[config.mk]
export PLATFORM = sky130hd
export DESIGN_NAME = sim_exit_ctrl
export DESIGN_NICKNAME = d
export VERILOG_FILES = /design/src/rtl/sim_exit_ctrl.sv
export SDC_FILE = /design/constraint.sdc
export NUM_CORES = 1
export LEC_CHECK = 0
export BUFFER_PORTS_ARGS = -buffer_cell sky130_fd_sc_hd__buf_2
export CORE_MARGIN = 2
export CORE_UTILIZATION = 45
export DETAILED_ROUTE_END_ITERATION = 8
export PLACE_DENSITY = 0.75
export SYNTH_ARGS = -nofsm -noshare
export SYNTH_HDL_FRONTEND = slang
export SYNTH_SLANG_ARGS = --single-unit
[constraint.sdc]
create_clock -name clk_i -period 2.78 [get_ports clk_i]
set_input_delay 0.556 -clock clk_i [delete_from_list [all_inputs] [get_ports clk_i]]
set_output_delay 0.556 -clock clk_i [all_outputs]
set_load 0.005 [all_outputs]
[src/rtl/sim_exit_ctrl.sv]
// Run-control sequencer behind the exit decoder: boot delay, watchdog-guarded run, drain, sticky status.
// States: BOOT hold fetch off | RUN fetch on, count cycles | DRAIN flush traffic | DONE sticky result.
module sim_exit_ctrl #(
    parameter int unsigned BOOT_DELAY     = 16,
    parameter int unsigned DRAIN_CYCLES   = 8,
    parameter int unsigned TIMEOUT_CYCLES = 1000000,
    parameter int unsigned CNT_WIDTH      = 32
) (
    input  logic                 clk_i,
    input  logic                 rst_ni,
    input  logic                 exit_valid_i,
    input  logic                 exit_zero_i,
    output logic                 fetch_enable_o,
    output logic                 done_o,
    output logic                 pass_o,
    output logic                 fail_o,
    output logic                 timeout_o,
    output logic [CNT_WIDTH-1:0] run_cycles_o,
    output logic [1:0]           state_o
);

    localparam int unsigned BOOT_W  = $clog2(BOOT_DELAY + 1);
    localparam int unsigned DRAIN_W = $clog2(DRAIN_CYCLES + 1);

    localparam logic [BOOT_W-1:0]  BOOT_LAST  = BOOT_W'(BOOT_DELAY - 1);
    localparam logic [DRAIN_W-1:0] DRAIN_LAST = DRAIN_W'(DRAIN_CYCLES - 1);

    // A limit wider than the counter can never be reached, so the watchdog is compiled out.
    localparam bit WD_EN = (TIMEOUT_CYCLES != 0) &&
                           ((64'(TIMEOUT_CYCLES) >> CNT_WIDTH) == 64'd0);
    localparam logic [CNT_WIDTH-1:0] WD_LIMIT = CNT_WIDTH'(TIMEOUT_CYCLES);

    typedef enum logic [1:0] {
        ST_BOOT  = 2'd0,
        ST_RUN   = 2'd1,
        ST_DRAIN = 2'd2,
        ST_DONE  = 2'd3
    } state_t;

    state_t               state, state_nxt;
    logic [BOOT_W-1:0]    boot_cnt, boot_cnt_nxt;
    logic [DRAIN_W-1:0]   drain_cnt, drain_cnt_nxt;
    logic [CNT_WIDTH-1:0] run_cycles, run_cycles_nxt;
    logic [CNT_WIDTH-1:0] run_inc;
    logic                 wd_hit;
    logic                 result, result_nxt;
    logic                 timeout, timeout_nxt;
    logic                 fetch_en, fetch_en_nxt;
    logic                 done, done_nxt;
    logic                 pass, pass_nxt;
    logic                 fail, fail_nxt;

    // Saturating increment: a long run pins at all-ones instead of wrapping.
    assign run_inc = (&run_cycles) ? run_cycles : run_cycles + CNT_WIDTH'(1);
    assign wd_hit  = WD_EN && (run_inc == WD_LIMIT);

    always_ff @(posedge clk_i or negedge rst_ni) begin
        if (!rst_ni) begin
            state      <= ST_BOOT;
            boot_cnt   <= '0;
            drain_cnt  <= '0;
            run_cycles <= '0;
            result     <= 1'b0;
            timeout    <= 1'b0;
            fetch_en   <= 1'b0;
            done       <= 1'b0;
            pass       <= 1'b0;
            fail       <= 1'b0;
        end else begin
            state      <= state_nxt;
            boot_cnt   <= boot_cnt_nxt;
            drain_cnt  <= drain_cnt_nxt;
            run_cycles <= run_cycles_nxt;
            result     <= result_nxt;
            timeout    <= timeout_nxt;
            fetch_en   <= fetch_en_nxt;
            done       <= done_nxt;
            pass       <= pass_nxt;
            fail       <= fail_nxt;
        end
    end

    always_comb begin
        state_nxt      = state;
        boot_cnt_nxt   = boot_cnt;
        drain_cnt_nxt  = drain_cnt;
        run_cycles_nxt = run_cycles;
        result_nxt     = result;
        timeout_nxt    = timeout;
        fetch_en_nxt   = fetch_en;
        done_nxt       = done;
        pass_nxt       = pass;
        fail_nxt       = fail;

        unique case (state)
            ST_BOOT: begin
                // Exit requests are ignored here; the sticky source re-presents them in RUN.
                boot_cnt_nxt = boot_cnt + BOOT_W'(1);
                if (boot_cnt == BOOT_LAST) begin
                    state_nxt    = ST_RUN;
                    fetch_en_nxt = 1'b1;
                end
            end

            ST_RUN: begin
                run_cycles_nxt = run_inc;
                if (exit_valid_i) begin
                    state_nxt     = ST_DRAIN;
                    result_nxt    = exit_zero_i;
                    fetch_en_nxt  = 1'b0;
                    drain_cnt_nxt = '0;
                end else if (wd_hit) begin
                    state_nxt     = ST_DRAIN;
                    result_nxt    = 1'b0;
                    timeout_nxt   = 1'b1;
                    fetch_en_nxt  = 1'b0;
                    drain_cnt_nxt = '0;
                end
            end

            ST_DRAIN: begin
                drain_cnt_nxt = drain_cnt + DRAIN_W'(1);
                if (drain_cnt == DRAIN_LAST) begin
                    state_nxt = ST_DONE;
                    done_nxt  = 1'b1;
                    pass_nxt  = result & ~timeout;
                    fail_nxt  = ~(result & ~timeout);
                end
            end

            ST_DONE: begin
                state_nxt = ST_DONE;
            end

            default: begin
                state_nxt = ST_BOOT;
            end
        endcase
    end

    assign fetch_enable_o = fetch_en;
    assign done_o         = done;
    assign pass_o         = pass;
    assign fail_o         = fail;
    assign timeout_o      = timeout;
    assign run_cycles_o   = run_cycles;
    assign state_o        = state;

endmodule

* Word-level counts from Yosys, hierarchy flattened
Index checks and enable logic that the tools add are counted.
Storage, ports and cells: register bits after elaboration 49, input bits 4, logic and storage cells 51, output and inout bits 39
Operators by class: bitwise logic cells 4, reductions and logical operators 11, add/sub/neg operators 3, muxes and demuxes 14, equal/unequal tests 9
Operators by type and width (number):
- adder 32 x 1 -> 32 bit, second input constant | 1
- equality test 32 x 20 -> 1 bit, second input constant | 1
- 2-to-1 mux 32 bit | 1
- AND reduction 32 bit | 1
- AND reduction 3 bit | 3
- 2-to-1 mux 2 bit | 4
- 2-to-1 mux 4 bit | 2
- case mux 2 bit (4 select lines) | 1
- case mux 4 bit (2 select lines) | 1
- AND reduction 2 bit | 3
- nonzero test 2 bit | 3
- adder 5 x 1 -> 5 bit, second input constant | 1
- equality test 5 x 4 -> 1 bit, second input constant | 1
- adder 4 x 1 -> 4 bit, second input constant | 1
- equality test 2 bit, second input constant | 2
- equality test 4 x 3 -> 1 bit, second input constant | 1
- 2-to-1 mux 1 bit | 4
- != test 2 bit, second input constant | 2
- != test 3 bit, second input constant | 1
- NOT 1 bit | 3
- equality test 2 x 1 -> 1 bit, second input constant | 1
- logical NOT 2 bit | 1
- case mux 1 bit (2 select lines) | 1
- bitwise AND 1 bit | 1

* Longest topological paths before layout
Gate-level depths: netlist (run 1).
depth in word-level cells 6, gate-level depth with buffers 10, depth with buffers taken out 9

* Least setup slack after synthesis (run 1)
Ideal clock, no wire load.
path type reg2reg, start point reg run_cycles[3] (netlist: run_cycles_o[3]), end point reg fetch_en (netlist: fetch_enable_o), data arrival time 2.640 ns, clock period less this slack 2.779 ns, library setup time 0.139 ns, path buffers 2, required time 2.641 ns, cell stages (with the launch flop) 11, setup slack 0.001 ns, path through dfrtp_1 > buf_4 > nand4_1 > or4_4 > or2_0 > clkbuf_2 > o31a_1 > nor4_2 > nand4_1 > o31ai_4 > o221ai_1
Between the ends: longest elaborated chain between the ends 5, elaborated cells on any way between the ends 6, classes of those cells add/sub: 1; eq/ne: 2; mux: 1; reduce/logical: 2
Ends and longest elaborated chain:
- start: declaration | RTL line 43 | logic [CNT_WIDTH-1:0] run_cycles, run_cycles_nxt;
- start signal: assignment | RTL line 73 | run_cycles <= run_cycles_nxt;
- adder 32 x 1 -> 32 bit or AND reduction 32 bit (tied branches) | RTL line 54 | assign run_inc = (&run_cycles) ? run_cycles : run_cycles + CNT_WIDTH'(1);
- 2-to-1 mux 32 bit * | RTL line 54
- equality test 32 x 20 -> 1 bit * | RTL line 55 | assign wd_hit = WD_EN && (run_inc == WD_LIMIT);
- != test 3 bit (no source line) *
- AND reduction 3 bit (no source line) *
- end signal: assignment | RTL line 76 | fetch_en <= fetch_en_nxt;
- end: declaration | RTL line 48 | logic fetch_en, fetch_en_nxt;
Mark *: on every way between the ends. The rest lies on a longest branch, timed or not. A chain may end at the register's enable or synchronous reset.

* Worst setup path after layout (run 1)
start point reg run_cycles[0] (netlist: run_cycles_o[0]), end point reg fetch_en (netlist: fetch_enable_o)
Same word-level chain as after synthesis.

==> flow_results.org, run 1 <==
** Run status
- The run finished, with violations left.
- Violations in the final reports :: setup timing

** Critical path
- Biggest fanout along the worst timing path :: 8
- Setup slack, reg-to-reg :: -0.10 ns
- Worst path arrival time :: 3.07 ns
- STA classifies the critical path endpoint as a flop.
- At the worst endpoint, the required time is 2.96 ns.
- The critical path in this run is classified as flop to flop.
- Kind of start point of the critical path :: flop
- For the worst flop-to-flop path, the logic depth is 10.

** Placed design
- The congestion estimate from routability-driven global placement came to 0.935.
- Number of buffer cells added on primary ports :: 42
- Area after DPL :: 3610 um^2
- Worst slack, placed :: -0.139 ns
- Post-Place Cells :: 480
- The wire-length estimate of the detail-placed layout is 5.80 mm.

** Yosys
- In the synthesized netlist the dominant register cell turns out to be sky130_fd_sc_hd__dfrtp_1.
- For this run, the number of Yosys warnings is 0.
- Netlist cell types :: 51
- Among all cell types in the netlist, the one instantiated most often is sky130_fd_sc_hd__dfrtp_1.
- Total standard cell area after synthesis :: 2930 um^2
- Number of nets in the synthesized netlist :: 325
- The largest total area in the synthesized netlist belongs to sky130_fd_sc_hd__dfrtp_1.
- Dividing the synthesized area by the synthesized cell count gives 9.24 um^2.
- Main area contributors after synthesis :: sky130_fd_sc_hd__dfrtp_1 42%, sky130_fd_sc_hd__xnor2_1 8.7%, sky130_fd_sc_hd__xor2_1 4.5%, sky130_fd_sc_hd__nand4_1 3.8%, sky130_fd_sc_hd__nand3_1 3.6%
- Yosys mapped a number of flops with a built-in enable equal to 0.
- Share of Yosys cell area claimed by the top area cell type :: 41.8%
- After synthesis, flip-flops and latches occupy 41.8% of the total area.
- In this run, synthesis produced a sequential element count of 49.
- Cells after Synth :: 317
- Share of synthesized flip-flops with an asynchronous set or reset :: 100%
- Most frequent cells after synthesis :: 49 x sky130_fd_sc_hd__dfrtp_1, 29 x sky130_fd_sc_hd__xnor2_1, 25 x sky130_fd_sc_hd__nand2_1, 21 x sky130_fd_sc_hd__nand3_1

** Timing
- Setup repair after global routing missed its margin :: true
- Least-Margin Pin Slew :: 0.460 ns
- Post-layout worst setup margin :: -0.103 ns
- Final Skew :: 0.00900 ns
- Dividing the final minimum period by the clock period gives 104%.
- Max-slew headroom :: 69.1%
- Setup violations remaining at the end of the flow were counted as 9.
- Subtracting the final worst setup slack from the clock period gives 2.88 ns.
- Fmax :: 0.347 GHz
- Slew Viols, Final :: 0
- Worst hold slack :: 0.174 ns
- The hold violation total from the final report came to 0.

** Global route
- The via count of the first global-routing pass is 2758.
- Entering global routing, the biggest net connects 31 pins.
- The total overflow left after global routing is 0.
- In the global route stage, overall resource usage came out at 22.2%.
- The initial antenna violation count came to 0.
- First-pass GRT wire length :: 13.0 mm

** Routing
- Drt initial violations :: 230
- Count of unresolved DRC violations after routing :: 0
- The routed layout has 2890 vias.
- Average wire per standard cell :: 15.6 um
- The count of nets left with antenna violations once routing finished came out at 0.
- Pre-antenna DRT Iters :: 5
- Wires add up to 7.69 mm.
- Dividing the detail-routed via count by the number of cells gives 5.86.

** Final layout
- Final Non-Filler Cells :: 493
- Fill cell count :: 575
- Share of final-layout standard cells stronger than drive strength 1 :: 30.5%
- The repair_antennas step left the layout with diodes totalling 0.
- Total area of multi-input combinational cells :: 1630 um^2
- In the final design database the tool counted 423 nets.
- Area growth from synthesis to layout :: 29.0%
- The sequential cells in the finished layout cover a total of 1230 um^2.
- Final std cell area, no fill :: 3780 um^2

** Clock network
- Latest clock arrival within the worst-skew pair :: 0.31 ns
- The clock passes through at most 2 buffers.
- After clock tree synthesis, the clock-pin slew on the worst setup and hold paths is 0.10 ns.
- TritonCTS built the clock tree.
- Number of clock sinks :: 49
- Hold bufs inserted after CTS :: 0
- Buffers inserted during clock tree synthesis total 5.
- Root Buffer Master :: sky130_fd_sc_hd__clkbuf_8
- The H-tree generated during clock tree synthesis spans 2 levels.

** Power
- IR analysis of the VDD net gives a maximum drop of 304 uV.
- Overall power consumption after layout is estimated at 1750 uW.
- Pwr Density :: 462 nW/um^2
- Leakage component of the power :: 0.00176 uW

** Flow run
- The tool flagged a number of max-cap violations equal to 0.

** Die
- The floorplan step defined a die boundary enclosing 7170 um^2.
- Die Width :: 84.7 um
- For this configuration, the core starts out at a cell density of 46.4%.
- The floorplan step defined a core boundary enclosing 6310 um^2.
- Overall die height :: 84.7 um
- The floorplan has 29 rows.
- In this run the count of I/O pins placed on the die edge is 43.

** Min path
- The worst hold path belongs to the class input pin to async pin.
-- routing by layer --
layer / global-route usage, % / vias up / routed length, um
met1: 31.3 / 1397 / 3410
met5: 0 / - / 0
met3: 3.74 / 22 / 480
li1: - / 1352 / -
met2: 34.9 / 119 / 3640
met4: 7.50 / 0 / 152
-- sequential cells by signal, indices dropped and copies added (netlist names) --
register / flops
result: 1
boot_cnt: 5
timeout_o: 1
fetch_enable_o: 1
pass_o: 1
state_o: 2
fail_o: 1
run_cycles_o: 32
done_o: 1
drain_cnt: 4
-- worst paths after layout --
path | startpoint | endpoint
min | rst_ni | run_cycles_o[11]
min reg2reg | done_o | done_o
max reg2reg | run_cycles_o[0] | fetch_enable_o
min in group clk_i | exit_zero_i | result
max | run_cycles_o[0] | fetch_enable_o
max in group asynchronous | rst_ni | run_cycles_o[19]
-- cells in the final DEF, fill, tap and decap left out, types with 3 or more instances in the layout --
master / instances
sky130_fd_sc_hd__buf_4: 62
sky130_fd_sc_hd__dfrtp_1: 49
sky130_fd_sc_hd__buf_2: 42
sky130_fd_sc_hd__xnor2_1: 29
sky130_fd_sc_hd__nand2_1: 25
sky130_fd_sc_hd__nand3_1: 21
sky130_fd_sc_hd__nand4_1: 18
sky130_fd_sc_hd__nor2_1: 16
sky130_fd_sc_hd__nor3_1: 16
sky130_fd_sc_hd__xor2_1: 15
sky130_fd_sc_hd__a21oi_1: 12
sky130_fd_sc_hd__and3_1: 11
sky130_fd_sc_hd__inv_1: 11
sky130_fd_sc_hd__o21ai_0: 10
sky130_fd_sc_hd__and4_1: 7
sky130_fd_sc_hd__clkbuf_8: 5
sky130_fd_sc_hd__nor4_1: 4
sky130_fd_sc_hd__ha_1: 4
sky130_fd_sc_hd__and2_1: 3
sky130_fd_sc_hd__a31oi_1: 3
sky130_fd_sc_hd__or3_1: 3
sky130_fd_sc_hd__o21a_1: 3
sky130_fd_sc_hd__a21o_1: 3
sky130_fd_sc_hd__mux2i_1: 3
-- per-stage QoR --
stage	utilization (%)	TNS, ns
after global placement	57.2	-0.667
after floorplan	-	0
after global routing	59.9	-1.76
after CTS	59.4	-0.377
final	59.9	-0.456
after detailed placement	57.2	-0.845
-- layout make-up --
type | instances | area share (%)
clock inverter | 3 | 0.596
sequential | 49 | 32.4
clock buffer | 5 | 1.82
tap | 77 | 2.55
timing repair buffer | 106 | 18.5
inverter | 11 | 1.09
multi-input combinational | 242 | 43.1
-- critical path, cell delays in order (launching register included) --
cell	delay (ns)
sky130_fd_sc_hd__dfrtp_1	0.42
sky130_fd_sc_hd__ha_1	0.32
sky130_fd_sc_hd__or4bb_1	0.47
sky130_fd_sc_hd__a21oi_1	0.13
sky130_fd_sc_hd__o2111ai_1	0.12
sky130_fd_sc_hd__or4_1	0.43
sky130_fd_sc_hd__nor4_2	0.16
sky130_fd_sc_hd__nand4_1	0.21
sky130_fd_sc_hd__o31ai_4	0.23
sky130_fd_sc_hd__buf_6	0.16
sky130_fd_sc_hd__o221ai_1	0.11
-- cells by family (layout without fill, tap and decap cells) --
logic type      count (synthesis)  count (layout)  synth area share (%)
compound gates                 46              46                  10.7
xor+xnor                       44              44                  13.2
fa+ha+maj                       4               4                  1.71
buf+inv                        26             125                  3.67
flops                          49              49                  41.8
mux                             5               5                  1.79
simple gates                  143             143                  27.1
-- report_power, final --
part / internal, uW / switching [uW]
sequential: 807 / 85.6
clock: 179 / 258
combinational: 224 / 193
-- timing repair --
action,in CTS,in global routing
pin swaps,2,3
setup endpoints to repair,9,9
buffers inserted,3,2
gates resized for setup,4,5
(Power assumes the default switching activity.)
==> run 2: changes to the inputs <==
--- a/config.mk
+++ b/config.mk
@@ -5,7 +5,7 @@
 export SDC_FILE = /design/constraint.sdc
 export NUM_CORES = 1
 export LEC_CHECK = 0
-export BUFFER_PORTS_ARGS = -buffer_cell sky130_fd_sc_hd__buf_2
+export BUFFER_PORTS_ARGS = -buffer_cell sky130_fd_sc_hd__buf_4
 export CORE_MARGIN = 2
 export CORE_UTILIZATION = 45
 export DETAILED_ROUTE_END_ITERATION = 8
==> flow_results.org, run 2 (synthesis gave the netlist of run 1 again) <==
** Global route
- Remaining Overflow, GRT :: 0 (unchanged)
- The via count of the first global-routing pass was 2826 (+2.5%).
- The pin count of the biggest net entering global routing came to 50 (+61%).
- Fraction of met2 tracks used by global routing :: 37.9% (+3.0 points)
- The met3 routing resource usage after global routing came to 3.54% (-0.20 points).
- The overall track demand over capacity in global routing was 23.3% (+1.0 points).
- First-pass GRT wire length :: 13.6 mm (+4.8%)
- The initial antenna violation count was 0 (unchanged).
- Most used routing layer :: met2
- The global-route track usage on met1 is 32.3% (+1.1 points).

** Critical path
- WP buf/inv :: 1 (unchanged)
- The highest net fanout along the worst path came to 8 (unchanged).
- Kind of cell adding the most delay to the critical path :: simple AND/OR/NAND/NOR gates
- Kind of start point of the critical path :: flop
- The worst endpoint required time came to 2.97 ns (about the same).
- The worst setup path is of the flop to flop kind.
- Worst path arrival time :: 3.02 ns (-0.05 ns)
- The highest cell delay on the worst timing path is 0.50 ns (+0.03 ns).
- Highest-delay cell along the critical path :: sky130_fd_sc_hd__or4bb_1
- Sort of element at the end of the critical path :: flop
- Traced cell by cell, the critical path runs through ha_1, or4bb_1, a21oi_2, o2111ai_1, or4_1, nor4_2, nand4_1, o31ai_4, buf_6, o221ai_2.

** Final layout
- The top cell types in the final layout, fill and taps aside, are 107 x sky130_fd_sc_hd__buf_4, 49 x sky130_fd_sc_hd__dfrtp_1, 29 x sky130_fd_sc_hd__xnor2_1.
- Commonest non-fill, non-tap cell in the layout :: sky130_fd_sc_hd__buf_4
- Diode count :: 0 (unchanged)
- Flip-flop count of the largest register after layout :: 32 (unchanged)
- The number of non-filler instances in the completed layout is 495 (+0.41%).
- Compared with the post-synthesis result, the final layout area differs by 33.0%.
- The net count reported at finish is 425 (+0.47%).
- The share of layout cells above drive strength 1 is 31.1% (+0.57 points).
- The final core area utilization was 61.8% (+1.9 points).

** Timing
- Least-Margin Pin Slew :: 0.628 ns (+0.169 ns)
- The post-route worst setup slack came to -0.0563 ns (+0.0466 ns).
- The fraction of the cycle the final worst path needs came to 102% (-1.7 points).
- Slew Viols, Final :: 0 (unchanged)
- Final Skew :: 0.00731 ns (-0.00169 ns)
- Count of endpoints failing hold in the final timing report :: 0 (unchanged)
- Fmax :: 0.353 GHz (+1.6%)
- The worst slew margin relative to its limit was 58.1% (-11 points).
- The setup-violating endpoint count in the final report came to 8 (-1).
- The final period demand of the worst path is 2.84 ns (-0.0466 ns).
- Setup repair after global routing could not meet its margin everywhere.

** Routing
- Count of unresolved DRC violations after routing :: 0 (unchanged)
- The ratio of routed vias to standard cells came to 5.75 (-1.9%).
- The via count is 2846 (-1.5%).
- The total detailed-routing wirelength was 8.08 mm (+5.1%).
- Post-route antenna net violation count :: 0 (unchanged)
- Pre-antenna DRT Iters :: 4 (-1)
- Drt initial violations :: 206 (-10%)
- The wire length per cell after detailed routing was 16.3 um (+4.7%).

** Die
- Top-level I/O count :: 43 (unchanged)
- Core area :: 6310 um^2 (unchanged)
- Die area :: 7170 um^2 (unchanged)
- Row Count :: 29 (unchanged)
- Starting utilization of the core area :: 46.4% (unchanged)
- Overall die height :: 84.7 um (unchanged)
- The horizontal extent of the die came to 84.7 um (unchanged).

** Power
- The static leakage came to 0.00177 uW (+0.72%).
- The power density of the placed cells came to 456 nW/um^2 (-1.4%).
- VDD IR-drop max :: 246 uV (-19%)

** Clock network
- Cts bufs inserted :: 5 (unchanged)
- Root Buffer Master :: sky130_fd_sc_hd__clkbuf_8
- Latest clock arrival within the worst-skew pair :: 0.31 ns (about the same)
- Hold bufs inserted after CTS :: 0 (unchanged)
- The deepest level of the CTS H-tree is 2 (unchanged).
- The maximum buffer depth of the clock tree came to 2 (unchanged).
- Clock tree from TritonCTS :: built
- The clock slew seen by the registers of the worst setup and hold paths was 0.10 ns (about the same).
- Number of clock sinks :: 49 (unchanged)

** Flow run
- Max cap viols :: 0 (unchanged)

** Placed design
- Number of buffer cells added on primary ports :: 42 (unchanged)
- Worst slack, placed :: -0.185 ns (-0.0458 ns)
- Detailed-placement wirelength estimate :: 5.91 mm (+1.9%)
- Post-Place Cells :: 483 (+0.63%)
- Final weighted congestion of routability-driven global placement :: 0.933 (-0.21%)

** Run status
- Status :: finished with violations
- The final reports fail on setup timing.

** Min path
- The path class of the tightest hold or removal check is input pin to async pin.
## run 2: worst register-to-register path, stage by stage (launching register included)
cell                        delay [ns]
sky130_fd_sc_hd__dfrtp_1          0.41
sky130_fd_sc_hd__ha_1             0.31
sky130_fd_sc_hd__or4bb_1          0.50
sky130_fd_sc_hd__a21oi_2          0.12
sky130_fd_sc_hd__o2111ai_1        0.12
sky130_fd_sc_hd__or4_1            0.43
sky130_fd_sc_hd__nor4_2           0.15
sky130_fd_sc_hd__nand4_1          0.20
sky130_fd_sc_hd__o31ai_4          0.22
sky130_fd_sc_hd__buf_6            0.16
sky130_fd_sc_hd__o221ai_2         0.10
## run 2: repair_timing
action | in CTS | in global routing
resized for setup | 6 | 3
buffers inserted | 3 | 1
endpoints found under the setup margin | 9 | 9
pin swaps | 2 | 4
## run 2: stage by stage
stage	hold WS (ns)	cell area, um^2	setup TNS, ns	total power [uW]
6_report	0.252	3900	-0.194	1780
5_1_grt	0.309	3900	-1.27	1880
4_1_cts	0.284	3880	-0.851	1770
3_5_place_dp	0.455	3740	-1.19	1320
3_3_place_gp	0.457	3740	-0.670	1290
2_1_floorplan	0.260	2930	0	1110
## run 2: power breakdown
part           leakage (uW)  total, uW  internal (uW)  switching, uW
logic               0.00108        445            247            198
registers          0.000643        894            807           86.5
clock network     0.0000445        437            179            258
total               0.00177       1780           1230            543
## run 2: area by class of cell
| cell class | instances | area, um^2 |
|---|---|---|
| Fill cell | 561 | 2410 |
| Multi-Input combinational cell | 242 | 1630 |
| Sequential cell | 49 | 1230 |
| Timing Repair Buffer | 108 | 815 |
| Tap cell | 77 | 96.3 |
| Clock buffer | 5 | 68.8 |
| Inverter | 11 | 41.3 |
| Clock inverter | 3 | 21.3 |
## run 2: per-layer routing
metal,share of wire [%],vias to the layer above,routed length [um]
met3,5.1,14,416
met4,1.8,0,146
met2,50,85,4020
li1,-,1347,-
met5,0,-,0
met1,43,1400,3500
## run 2: final timing paths
kind | to | startpoint | slack (ns) | cells past startpoint
worst max register to register | fetch_enable_o | run_cycles_o[0] | -0.06 | 10
worst min-delay path | run_cycles_o[17] | rst_ni | 0.25 | 1
min in group clk_i | boot_cnt[3] | boot_cnt[3] | 0.47 | 1
max in group asynchronous | run_cycles_o[26] | rst_ni | 2.10 | 1
worst min register to register | boot_cnt[3] | boot_cnt[3] | 0.47 | 1
worst max-delay path | fetch_enable_o | run_cycles_o[0] | -0.06 | 10
==> run 3: changes to the inputs <==
--- a/config.mk
+++ b/config.mk
@@ -7,9 +7,10 @@
 export LEC_CHECK = 0
 export BUFFER_PORTS_ARGS = -buffer_cell sky130_fd_sc_hd__buf_4
 export CORE_MARGIN = 2
-export CORE_UTILIZATION = 45
+export CORE_UTILIZATION = 52
+export CTS_BUF_LIST = sky130_fd_sc_hd__clkbuf_8 sky130_fd_sc_hd__clkbuf_16
 export DETAILED_ROUTE_END_ITERATION = 8
-export PLACE_DENSITY = 0.75
+export PLACE_DENSITY = 0.84
 export SYNTH_ARGS = -nofsm -noshare
 export SYNTH_HDL_FRONTEND = slang
 export SYNTH_SLANG_ARGS = --single-unit
==> flow_results.org, run 3 (synthesis gave the netlist of run 1 again) <==
** Run status
- Status :: finished with violations
- The checks that failed: setup timing.

** Final layout
- Relative to the synthesized area, the layout overhead comes to 31.3%.
- The diode insertion count for antenna repair came to 0 (unchanged).
- The filler cell count came to 435 (-22%).
- Flip-flop count of the largest register after layout :: 32 (unchanged)
- Final std cell area, no fill :: 3850 um^2 (-1.3%)
- Number of nets at the end of the flow :: 417 (-1.9%)
- Highest-count cells in the layout ignoring fill and taps :: 99 x sky130_fd_sc_hd__buf_4, 49 x sky130_fd_sc_hd__dfrtp_1, 29 x sky130_fd_sc_hd__xnor2_1
- Commonest non-fill, non-tap cell in the layout :: sky130_fd_sc_hd__buf_4
- Share of final-layout standard cells stronger than drive strength 1 :: 30.0% (-1.1 points)
- Final Core Density :: 70.3% (+8.6 points)

** Clock network
- The maximum buffer depth of the clock tree is 2 (unchanged).
- Clock tree from TritonCTS :: built
- Number of clock sinks :: 49 (unchanged)
- Clock tree synthesis selected as its root buffer the cell sky130_fd_sc_hd__clkbuf_8.
- Clock input transition at the sequential cells of the worst setup and hold paths :: 0.10 ns (about the same)
- The deepest level of the CTS H-tree is 2 (unchanged).
- The insertion delay to the later sink of the worst-skew pair is 0.31 ns (about the same).
- Cts bufs inserted :: 5 (unchanged)

** Min path
- The path class of the tightest hold or removal check is input pin to async pin.

** Timing
- Setup repair after global routing missed its margin :: true
- Worst hold slack :: 0.250 ns (-0.00173 ns)
- The final max-slew violation count was 0 (unchanged).
- The post-route worst setup slack is -0.286 ns (-0.230 ns).
- The clock skew after layout was 0.00950 ns (+0.00218 ns).
- The fraction of the cycle the final worst path needs was 110% (+8.3 points).
- The setup-violating endpoint count in the final report came to 9 (+1).
- Final critical path time including I/O delays and setup :: 3.07 ns (+0.230 ns)
- Max-slew headroom :: 59.6% (+1.5 points)
- The slew of the pin with the lowest slew margin is 0.606 ns (-0.0228 ns).
- The peak clock frequency supported by timing is 0.326 GHz (-7.5%).
- Count of endpoints failing hold in the final timing report :: 0 (unchanged)

** Critical path
- The setup path with the least slack is of type flop to flop.
- Kind of cell adding the most delay to the critical path :: simple AND/OR/NAND/NOR gates
- Largest incremental delay on the critical path :: 0.59 ns (+0.09 ns)
- WP buf/inv :: 2 (+1)
- CP Launch Point :: run_cycles_o[0]
- STA classifies the critical path endpoint as a flop.
- STA classifies the critical path startpoint as a flop.
- The highest net fanout along the worst path came to 8 (unchanged).
- Origin of the critical flop-to-flop path :: run_cycles_o[0]
- The arrival time reported for the critical path endpoint came to 3.25 ns (+0.23 ns).
- Cell breakdown of the critical path :: buf_4, nand4_1, or4_4, o21a_1, or4_4, nor4_4, nand4_1, o31ai_4, buf_6, o221ai_1
- Among all stages on the critical path, the largest delay is contributed by sky130_fd_sc_hd__or4_4.
- The worst endpoint required time was 2.97 ns (about the same).

** Routing
- Average wire per standard cell :: 16.6 um (+1.6%)
- Pre-antenna DRT Iters :: 5 (+1)
- Via total after detailed routing :: 2869 (+0.81%)
- The number of nets with antenna violations after routing came to 0 (unchanged).
- Count of unresolved DRC violations after routing :: 0 (unchanged)
- The ratio of routed vias to standard cells is 5.95 (+3.5%).
- Drt initial violations :: 222 (+7.8%)
- The total detailed-routing wirelength came to 7.99 mm (-1.1%).

** Power
- Total power :: 1830 uW (+2.9%)
- Leakage component of the power :: 0.00174 uW (-2.0%)
- The proportion of power drawn by flip-flops and latches came to 49.3% (-1.0 points).
- The fraction of power spent switching nets is 31.3% (+0.77 points).
- Pwr Density :: 475 nW/um^2 (+4.2%)
- The maximum resistive drop on vdd is 307 uV (+25%).
- Internal power contribution :: 1250 uW (+1.7%)
- The combinational share of power was 26.4% (+1.3 points).
- The part of the power in the clock network came to 24.3% (-0.3 points).
- The total net switching power came to 572 uW (+5.5%).

** Die
- The top-level port count is 43 (unchanged).
- Row Count :: 27 (-6.9%)
- The height of the chip was 79.1 um (-6.6%).
- Starting utilization of the core area :: 53.5% (+7.1 points)
- Core area :: 5470 um^2 (-13%)
- The horizontal extent of the die was 79.1 um (-6.6%).
- Die area :: 6250 um^2 (-13%)

** Global route
- The via count of the first global-routing pass is 2774 (-1.8%).
- The overall track demand over capacity in global routing is 26.6% (+3.4 points).
- Antenna violations before repair :: 0 (unchanged)
- The pin count of the biggest net entering global routing was 50 (unchanged).
- The total global routing overflow was 0 (unchanged).
- The wire length of the first global-routing pass came to 13.2 mm (-3.2%).

** Placed design
- Final weighted congestion of routability-driven global placement :: 0.963 (+3.2%)
- The placed instance area was 3670 um^2 (-1.8%).
- The half-perimeter wire length of the detailed placement result came to 5.72 mm (-3.1%).
- Number of buffer cells added on primary ports :: 42 (unchanged)

** Flow run
- The number of max-cap violations was 0 (unchanged).
run 3: power by group through the flow:
stage | Clock (uW) | Combinational [uW] | Sequential [uW]
global placement | 0 | 394 | 896
floorplan | 0 | 201 | 904
finish | 444 | 482 | 901
CTS | 450 | 439 | 894
detailed placement | 0 | 426 | 908
global route | 482 | 531 | 913
run 3: routing by layer:
metal	wire, um	GRT usage [%]	up-vias	part of all wire [%]
li1	-	-	1329	-
met1	3300	34.9	1362	41
met2	3930	45.6	156	49
met3	590	3.52	22	7.4
met4	177	8.97	0	2.2
met5	0	0	-	0
run 3: area by class of cell:
cell class	count	area, um^2	area share (%)
Tap cell	72	90.1	2.34
Multi-Input combinational cell	242	1640	42.7
Clock buffer	5	68.8	1.79
Inverter	11	41.3	1.07
Clock inverter	3	25.0	0.650
Timing Repair Buffer	100	754	19.6
Sequential cell	49	1230	31.9
run 3: stage by stage:
step                TNS (ns)  setup WS [ns]  cells
floorplan                  0        0.00109    317
global placement      -0.390        -0.0883    470
detailed placement     -1.20         -0.201    470
CTS                   -0.678         -0.135    480
global route           -2.62         -0.351    482
finish                 -1.92         -0.286    482
run 3: what timing repair did:
item	CTS	global route
pin swaps	1	3
hold buffers	0	0
resized for setup	2	7
setup endpoints to repair	9	9
setup buffers	2	2
run 3: final timing paths:
path | to | depth (start not counted) | slack [ns]
setup / recovery | fetch_enable_o | 10 | -0.29
hold / removal | run_cycles_o[7] | 1 | 0.25
setup reg to reg | fetch_enable_o | 10 | -0.29
hold reg to reg | boot_cnt[3] | 1 | 0.48
max in group asynchronous | run_cycles_o[25] | 1 | 2.12
min in group clk_i | result | 3 | 0.48
